`src/rtl/display_scan_ctrl_if.sv`:
```
// Value-source handshake for display_scan_ctrl: binary value in, load strobe,
// conversion status back to the source.
interface display_scan_ctrl_if;
  logic [7:0] num;
  logic       load;
  logic       busy;
  logic       done;

  modport master (
    output num,
    output load,
    input  busy,
    input  done
  );

  modport slave (
    input  num,
    input  load,
    output busy,
    output done
  );
endinterface

```
`src/rtl/display_scan_ctrl.sv`:
```
// Four-digit seven-segment controller: multi-cycle binary-to-BCD conversion
// (shift-add-3) followed by time-multiplexed digit scanning.
module display_scan_ctrl #(
  parameter int unsigned DIV = 50000,
  parameter bit          LZB = 1'b1
) (
  input  logic                clk,
  input  logic                rst,
  display_scan_ctrl_if.slave  bus,
  output logic [0:6]          sseg,
  output logic [3:0]          an,
  output logic                led
);

  localparam int unsigned CW = (DIV > 1) ? $clog2(DIV) : 1;

  localparam logic [0:6] SegBlank = 7'b1111111;
  localparam logic [0:6] SegDash  = 7'b1111110;

  typedef enum logic [0:0] {StIdle, StConv} state_e;

  state_e        state_q;
  logic [7:0]    shreg_q;
  logic [11:0]   bcd_q;
  logic [11:0]   disp_q;
  logic [2:0]    bitcnt_q;
  logic          busy_q;
  logic          done_q;
  logic          led_q;

  logic [11:0]   bcd_adj;
  logic [11:0]   bcd_next;

  logic [CW-1:0] cnt_q;
  logic [1:0]    idx_q;
  logic          tick;

  logic [3:0]    an_d;
  logic [0:6]    sseg_d;

  function automatic logic [0:6] seg7(input logic [3:0] d);
    logic [0:6] s;
    case (d)
      4'd0:    s = 7'b0000001;
      4'd1:    s = 7'b1001111;
      4'd2:    s = 7'b0010010;
      4'd3:    s = 7'b0000110;
      4'd4:    s = 7'b1001100;
      4'd5:    s = 7'b0100100;
      4'd6:    s = 7'b0100000;
      4'd7:    s = 7'b0001111;
      4'd8:    s = 7'b0000000;
      4'd9:    s = 7'b0000100;
      default: s = 7'b1111111;
    endcase
    return s;
  endfunction

  function automatic logic [3:0] add3(input logic [3:0] n);
    return (n >= 4'd5) ? n + 4'd3 : n;
  endfunction

  // One shift-add-3 step: correct every nibble, then shift in the next binary bit.
  always_comb begin
    bcd_adj  = {add3(bcd_q[11:8]), add3(bcd_q[7:4]), add3(bcd_q[3:0])};
    bcd_next = {bcd_adj[10:0], shreg_q[7]};
  end

  always_ff @(posedge clk) begin
    if (!rst) begin
      state_q  <= StIdle;
      shreg_q  <= 8'd0;
      bcd_q    <= 12'd0;
      disp_q   <= 12'd0;
      bitcnt_q <= 3'd0;
      busy_q   <= 1'b0;
      done_q   <= 1'b0;
      led_q    <= 1'b0;
    end else begin
      done_q <= 1'b0;
      case (state_q)
        StIdle: begin
          if (bus.load) begin
            state_q  <= StConv;
            shreg_q  <= bus.num;
            bcd_q    <= 12'd0;
            bitcnt_q <= 3'd0;
            busy_q   <= 1'b1;
          end
        end
        StConv: begin
          bcd_q    <= bcd_next;
          shreg_q  <= {shreg_q[6:0], 1'b0};
          bitcnt_q <= bitcnt_q + 3'd1;
          if (bitcnt_q == 3'd7) begin
            state_q <= StIdle;
            disp_q  <= bcd_next;
            led_q   <= 1'b1;
            done_q  <= 1'b1;
            busy_q  <= 1'b0;
          end
        end
        default: state_q <= StIdle;
      endcase
    end
  end

  assign tick = (cnt_q == CW'(DIV - 1));

  always_ff @(posedge clk) begin
    if (!rst) begin
      cnt_q <= '0;
      idx_q <= 2'd0;
    end else if (tick) begin
      cnt_q <= '0;
      idx_q <= idx_q + 2'd1;
    end else begin
      cnt_q <= cnt_q + CW'(1);
    end
  end

  // Leading-zero blanking never touches the units digit.
  always_comb begin
    logic blank_u;
    logic blank_t;
    logic blank_h;
    blank_u = !led_q;
    blank_h = !led_q || (LZB && (disp_q[11:8] == 4'd0));
    blank_t = !led_q || (LZB && (disp_q[11:8] == 4'd0) && (disp_q[7:4] == 4'd0));
    an_d    = 4'b1111;
    sseg_d  = SegBlank;
    case (idx_q)
      2'd0: begin
        an_d   = 4'b1110;
        sseg_d = blank_u ? SegBlank : seg7(disp_q[3:0]);
      end
      2'd1: begin
        an_d   = 4'b1101;
        sseg_d = blank_t ? SegBlank : seg7(disp_q[7:4]);
      end
      2'd2: begin
        an_d   = 4'b1011;
        sseg_d = blank_h ? SegBlank : seg7(disp_q[11:8]);
      end
      default: begin
        an_d   = 4'b0111;
        sseg_d = busy_q ? SegDash : SegBlank;
      end
    endcase
  end

  always_ff @(posedge clk) begin
    if (!rst) begin
      an   <= 4'b1111;
      sseg <= SegBlank;
    end else begin
      an   <= an_d;
      sseg <= sseg_d;
    end
  end

  assign bus.busy = busy_q;
  assign bus.done = done_q;
  assign led      = led_q;

endmodule

```
`src/flat_wrapper.sv`:
```
// flat-port wrapper written by rule: the top's interface ports become plain ports
module display_scan_ctrl_flat 
#(
  parameter int unsigned DIV = 50000,
  parameter bit          LZB = 1'b1
)
  (clk, rst, sseg, an, led, bus_num, bus_load, bus_busy, bus_done);
  display_scan_ctrl_if bus_i ();
  input  logic clk;
  input  logic rst;
  output logic [0:6] sseg;
  output logic [3:0] an;
  output logic led;
  input wire logic [$bits(bus_i.num)-1:0] bus_num;
  input wire logic [$bits(bus_i.load)-1:0] bus_load;
  output wire logic [$bits(bus_i.busy)-1:0] bus_busy;
  output wire logic [$bits(bus_i.done)-1:0] bus_done;
  assign bus_i.num = bus_num;
  assign bus_i.load = bus_load;
  assign bus_busy = bus_i.busy;
  assign bus_done = bus_i.done;
  display_scan_ctrl #(.DIV(DIV), .LZB(LZB)) u_core (.clk(clk), .rst(rst), .bus(bus_i), .sseg(sseg), .an(an), .led(led));
endmodule
```
`config.mk`:
```
export PLATFORM = sky130hd
export DESIGN_NAME = display_scan_ctrl_flat
export DESIGN_NICKNAME = d
export VERILOG_FILES = /design/src/rtl/display_scan_ctrl_if.sv /design/src/rtl/display_scan_ctrl.sv /design/src/flat_wrapper.sv
export SDC_FILE = /design/constraint.sdc
export NUM_CORES = 1
export LEC_CHECK = 0
export ABC_CLOCK_PERIOD_IN_PS = 3300
export BUFFER_PORTS_ARGS = -buffer_cell sky130_fd_sc_hd__clkbuf_2
export CORE_MARGIN = 5
export CORE_UTILIZATION = 60
export CTS_BUF_LIST = sky130_fd_sc_hd__clkbuf_2 sky130_fd_sc_hd__clkbuf_4 sky130_fd_sc_hd__clkbuf_8
export CTS_CLUSTER_DIAMETER = 60
export DETAILED_ROUTE_END_ITERATION = 6
export PLACE_DENSITY = 0.81
export SETUP_SLACK_MARGIN = 0.02
export SYNTH_ARGS = -nofsm -noshare
export SYNTH_HDL_FRONTEND = slang
export SYNTH_SLANG_ARGS = --single-unit
```
`constraint.sdc`:
```
create_clock -name clk -period 3.3 [get_ports clk]
set_input_delay 0.33 -clock clk [delete_from_list [all_inputs] [get_ports clk]]
set_output_delay 0.33 -clock clk [all_outputs]
set_load 0.1 [all_outputs]
```
==> results of run 1 <==
area by class of cell:
cell class | count | area share (%)
flip-flops and latches | 89 | 36.5
multi-input cells | 377 | 50.6
repair buffers | 29 | 3.23
clock inverters | 4 | 2.03
clock buffers | 11 | 3.10
well taps | 99 | 2.54
inverters | 26 | 2.00
through the flow:
stage,worst slack (ns),hold slack [ns]
after global placement,0.679,0.441
after CTS,0.503,0.285
after floorplan,0.828,0.430
after detailed placement,0.544,0.468
final,0.484,0.281
after global routing,0.247,0.314
worst min-delay path: cells and delay by family:
family                 cells  cell delay, ns
muxes                      1            0.06
buffers and inverters      1            0.07
and+or+nand+nor            1            0.12
cells in the final DEF (no fill, tap or decap), drive strengths merged, types with 6 or more instances in the layout:
master,synthesis,layout
dfxtp,89,89
nor2,58,58
a21oi,42,42
o21ai,35,35
clkbuf,14,35
nand2,31,31
ha,31,31
inv,26,27
nor3,19,19
xnor2,15,15
nand3,12,12
mux2i,12,12
nor3b,10,10
nand4,9,9
and3,8,8
xor2,8,8
and2,7,7
o21a,7,7
nand2b,6,6
worst paths after layout:
path,start,to,slack (ns)
min,bus_num[0],u_core.shreg_q[0]$_SDFFE_PN0P_,0.28
min reg2reg,u_core.disp_q[0]$_SDFFE_PN0P_,u_core.disp_q[0]$_SDFFE_PN0P_,0.49
max reg2reg,u_core.bitcnt_q[0]$_SDFFE_PN0P_,flop,0.48
max,u_core.bitcnt_q[0]$_SDFFE_PN0P_,flop,0.48
cell families after synthesis:
| kind of cell | count (synthesis) | share of synthesized area, % |
|---|---|---|
| XOR/XNOR | 23 | 4.53 |
| multiplexers | 14 | 3.21 |
| flip-flops | 89 | 40.1 |
| adder cells (fa/ha/maj) | 31 | 8.72 |
| AND/OR/NAND/NOR | 178 | 19.8 |
| AO/OA/AOI/OAI | 131 | 19.2 |
| buffers and inverters | 50 | 4.42 |
layer usage:
layer	routed length, um	vias to the layer above	track usage, %
met5	0	-	0
met2	4720	111	36.5
li1	-	1846	-
met1	4470	1741	29.9
met4	182	0	8.53
met3	502	20	3.60
power by group:
group / switching (mW) / internal [mW]
Combinational: 0.0613 / 0.0288
Clock: 0.379 / 0.543
Sequential: 0.0145 / 1.09
Total: 0.455 / 1.66
==> results.toml, run 1 <==
[status]
run_status = "completed"

[layout]
stdcell_area_sq_um = 4880
utilization_pct = 67.3
syn_to_final_growth_pct = 9.73
num-nets-final = 574
drive_above_1_share_pct = 10.3
n_antenna_cell = 0
multi_input_area_sq_um = 2470
regArea_sq_um = 1780
fillers = 567
finalNonFillerCells = 635

[worst_setup_path]
critPathLaunchType = "flop"
ff2ff_path_depth = 11
cp_common_cell = "ha_1"
slowest_delay_ns = 0.47
required_ns = 3.55
crit_chain = "ha_1 > ha_1 > and2_1 > buf_4 > nand2_1 > inv_1 > a21oi_1 > inv_1 > ha_1 > nand2b_1 > mux2_2"
cp_max_fo = 13
slowest_stage = "a21oi_1"
setup.worst_path.end_class = "flop"
path_class = "reg -> reg"
critPathTopFamily = "adder cells"
cp.arrival_ns = 3.06
critPathBufInv = 3
cp_num_cells = 11

[timing]
fin_crit_sh_pct = 85.3
max_slew_margin_pct = 52.3
min_period_ns = 2.82
max_freq_mhz = 355
setup_viol_count_final = 0
hold_viol_final = 0
setup_tns_ns = 0
clock_skew_ns = 0.0108
maxSlewViolCount = 0
rsz0062_at_grt = "false"
worst_slew_pin_slew_ns = 0.708

[drt]
drt_iter0_markers = 253
postRouteAntennaNets = 0
routed_wl_um = 9870
vias_per_cell = 5.86
routedWlPerCell_um = 15.5
drcViolationCount = 0
vias = 3718
first_pass_iters = 5

[yosys]
syn_area_per_cell_sq_um = 8.62
yosysMostFrequentCell = "dfxtp_1"
synthArstFlopShare_pct = 0
synth_seq_area_share_pct = 40.1
synth_nets = 558
synthCells = 516
ys_ff_latch = 89
synthFlopType = "dfxtp_1"
yosys-top-cells-area = "dfxtp_1 (40%), ha_1 (8.7%), nor2_1 (4.9%), a21oi_1 (4.7%), o21ai_0 (3.8%)"
synth-edff-count = 0
syn_area_sq_um = 4450
yosys_warnings = 0
synth_top_cell_by_area = "dfxtp_1"
synth_top_area_share_pct = 40.1
synth.distinct_cells = 57
synth_common_cells = "dfxtp_1 (89), nor2_1 (58), a21oi_1 (42), o21ai_0 (34)"

[floorplanning]
coreArea_sq_um = 7250
chipWidth_um = 96.1
die_h_um = 96.1
row_count = 31
start_util_pct = 61.3
ios = 25
die_area_sq_um = 9240

[grt]
grt_max_degree = 37
grt_pass1_wl_um = 16200
grt_pass1_vias = 3453
track_usage_pct = 22.5
grt_antenna_before_repair = 0
overflow = 0

[clocking]
root_buffer = "clkbuf_8"
cts_tree = "yes"
cts_setup_buffers = 0
max-clock-path-buffers = 2
ctsHtreeMaxLevel = 3
cts_hold_buf = 0
clk-insertion-delay-late_ns = 0.36
clk_pin_slew_ns = 0.08
clock-sinks = 89
numCtsBuffers = 9
post_cts_resize_count = 0

[power_and_ir_drop]
power.density_nw_per_um2 = 433
p_total_mw = 2.11
max-vdd-ir-drop_v = 0.000282
power.leakage_nw = 2.04

[placed_design]
dp_cells = 620
hpwl_um = 6870
io_buffer_count = 24
gp_congestion = 0.859
placed_area_sq_um = 4630

[run]
cap_violations = 0

[worst_hold_path]
holdPathStages = 3
hold_path.class = "in -> reg"
(Power assumes the default switching activity.)
==> inputs of run 2 (changes only) <==
==> constraint.sdc (replaced) <==
create_clock -name clk -period 3.3 [get_ports clk]
set_input_delay 0.495 -clock clk [delete_from_list [all_inputs] [get_ports clk]]
set_output_delay 0.495 -clock clk [all_outputs]
set_load 0.1 [all_outputs]
==> run 2 against run 1 <==
Via count shrank 1.0%. Sequential share of layout area increased by 0.19 points. Core utilization fell by 0.35 points. Hold slack improved by 0.15 ns. Cell count increased by 0.47%. Maximum frequency rose by 3.5%. Clock skew grew 0.0015 ns. Highest routed layer unchanged.
==> results.toml, run 2 (synthesis results as in run 1) <==
[drt]
wl_met3_um = 551
drt_iter0_markers = 366
wl_met1_um = 4270
vias = 3681
postRouteAntennaNets = 0
routed_wl_um = 9270
first_pass_iters = 5
met2_length_um = 4320
maxUsedRoutingLayer = "met4"
drcViolationCount = 0
routedWlPerCell_um = 14.5
vias_per_cell = 5.77

[clocking]
max-clock-path-buffers = 2
cts_setup_buffers = 0
post_cts_resize_count = 0
numCtsBuffers = 9
cts_tree = "yes"
root_buffer = "clkbuf_8"
ctsHtreeMaxLevel = 3
clk-insertion-delay-late_ns = 0.36
clk_pin_slew_ns = 0.09
cts_hold_buf = 0
clock-sinks = 89

[timing]
whs_ns = 0.427
clock_skew_ns = 0.0122
fin_crit_sh_pct = 82.5
rsz0062_at_grt = "false"
setup_tns_ns = 0
max_slew_margin_pct = 52.0
min_period_ns = 2.72
setup_viol_count_final = 0
worst_slew_pin_slew_ns = 0.711
hold_viol_final = 0
maxSlewViolCount = 0
max_freq_mhz = 367

[floorplanning]
chipWidth_um = 96.1
coreArea_sq_um = 7250
die_area_sq_um = 9240
start_util_pct = 61.3
row_count = 31
ios = 25
die_h_um = 96.1

[worst_setup_path]
slowest_stage = "a21oi_1"
cp_max_fo = 13
critPathBufInv = 3
cp_common_cell = "ha_1"
critPathLaunch = "u_core.bitcnt_q[0]$_SDFFE_PN0P_"
path_class = "reg -> reg"
crit_chain = "ha_1 > ha_1 > and2_1 > buf_4 > nand2_1 > inv_1 > a21oi_1 > inv_1 > ha_1 > nand2b_1 > mux2_2"
r2r_slack_ns = 0.58
cp.arrival_ns = 2.97
r2r-start = "u_core.bitcnt_q[0]$_SDFFE_PN0P_"
critPathTopFamily = "adder cells"
slowest_delay_ns = 0.44
setup.worst_path.end_class = "flop"
required_ns = 3.55
critPathLaunchType = "flop"

[worst_hold_path]
hold_path.class = "in -> reg"
hp-start = "bus_num[0]"

[grt]
grt_antenna_before_repair = 0
overflow = 0
grt_pass1_wl_um = 15200
grt_max_degree = 32
grt_pass1_vias = 3332
track_usage_pct = 21.1

[run]
cap_violations = 0

[layout]
final_cell_mix = "dfxtp_1 (89), nor2_1 (58), a21oi_1 (42)"
drive_above_1_share_pct = 10.8
syn_to_final_growth_pct = 9.17
final_common_cell = "dfxtp_1"
num-nets-final = 576
n_antenna_cell = 0

[power_and_ir_drop]
max-vdd-ir-drop_v = 0.000305
power.density_nw_per_um2 = 405
power.leakage_nw = 2.03

[status]
run_status = "completed"

[placed_design]
io_buffer_count = 24
hpwl_um = 6600
gp_congestion = 0.877
==> run 2: changes by cell type in the layout (fill, tap and decap cells not counted), sizes merged <==
cell and change:
bufinv -2, clkinvlp +1, clkbuf -1, inv +2
buf +2, clkinv +1
==> run 2: per-stage QoR <==
stage               instances  cell area [sq um]  setup WS [ns]  util (%)  total power [mW]
floorplan                 516               4450          0.828         -              1.19
global placement          622               4650          0.685      64.1              1.22
detailed placement        622               4650          0.630      64.1              1.22
CTS                       638               4860          0.603      66.9              1.99
global route              638               4860          0.340      66.9              2.05
finish                    638               4860          0.579      66.9              1.97
==> run 2: where the power goes <==
part           internal, mW  switching, mW  total [mW]
Combinational        0.0308         0.0659      0.0967
Clock                 0.380          0.394       0.774
Sequential             1.09         0.0105        1.10
Total                  1.50          0.471        1.97
==> run 2: per-layer routing <==
layer | up-vias | track usage, %
li1 | 1849 | -
met1 | 1711 | 27.8
met2 | 108 | 34.4
met3 | 13 | 4.85
met4 | 0 | 6.40
met5 | - | 0
==> run 2: cell type report <==
type | instances | area [sq um]
Multi-Input combinational cell | 377 | 2470
Fill cell | 618 | 2400
Tap cell | 99 | 124
Clock buffer | 10 | 138
Timing Repair Buffer | 31 | 173
Inverter | 26 | 97.6
Sequential cell | 89 | 1780
Clock inverter | 6 | 72.6
==> run 2: worst reg2reg max path: stages, from the launching register on <==
cell	delay (ns)
dfxtp_1	0.33
ha_1	0.20
ha_1	0.23
and2_1	0.17
buf_4	0.17
nand2_1	0.13
inv_1	0.20
a21oi_1	0.44
inv_1	0.14
ha_1	0.20
nand2b_1	0.15
mux2_2	0.27
==> run 2: path summary, 6_finish.rpt <==
check                                   end  depth (start not counted)
max                                    flop                         11
max reg2reg                            flop                         11
min          u_core.shreg_q[0]$_SDFFE_PN0P_                          3
min reg2reg      u_core.cnt_q[0]$_SDFF_PP0_                          1
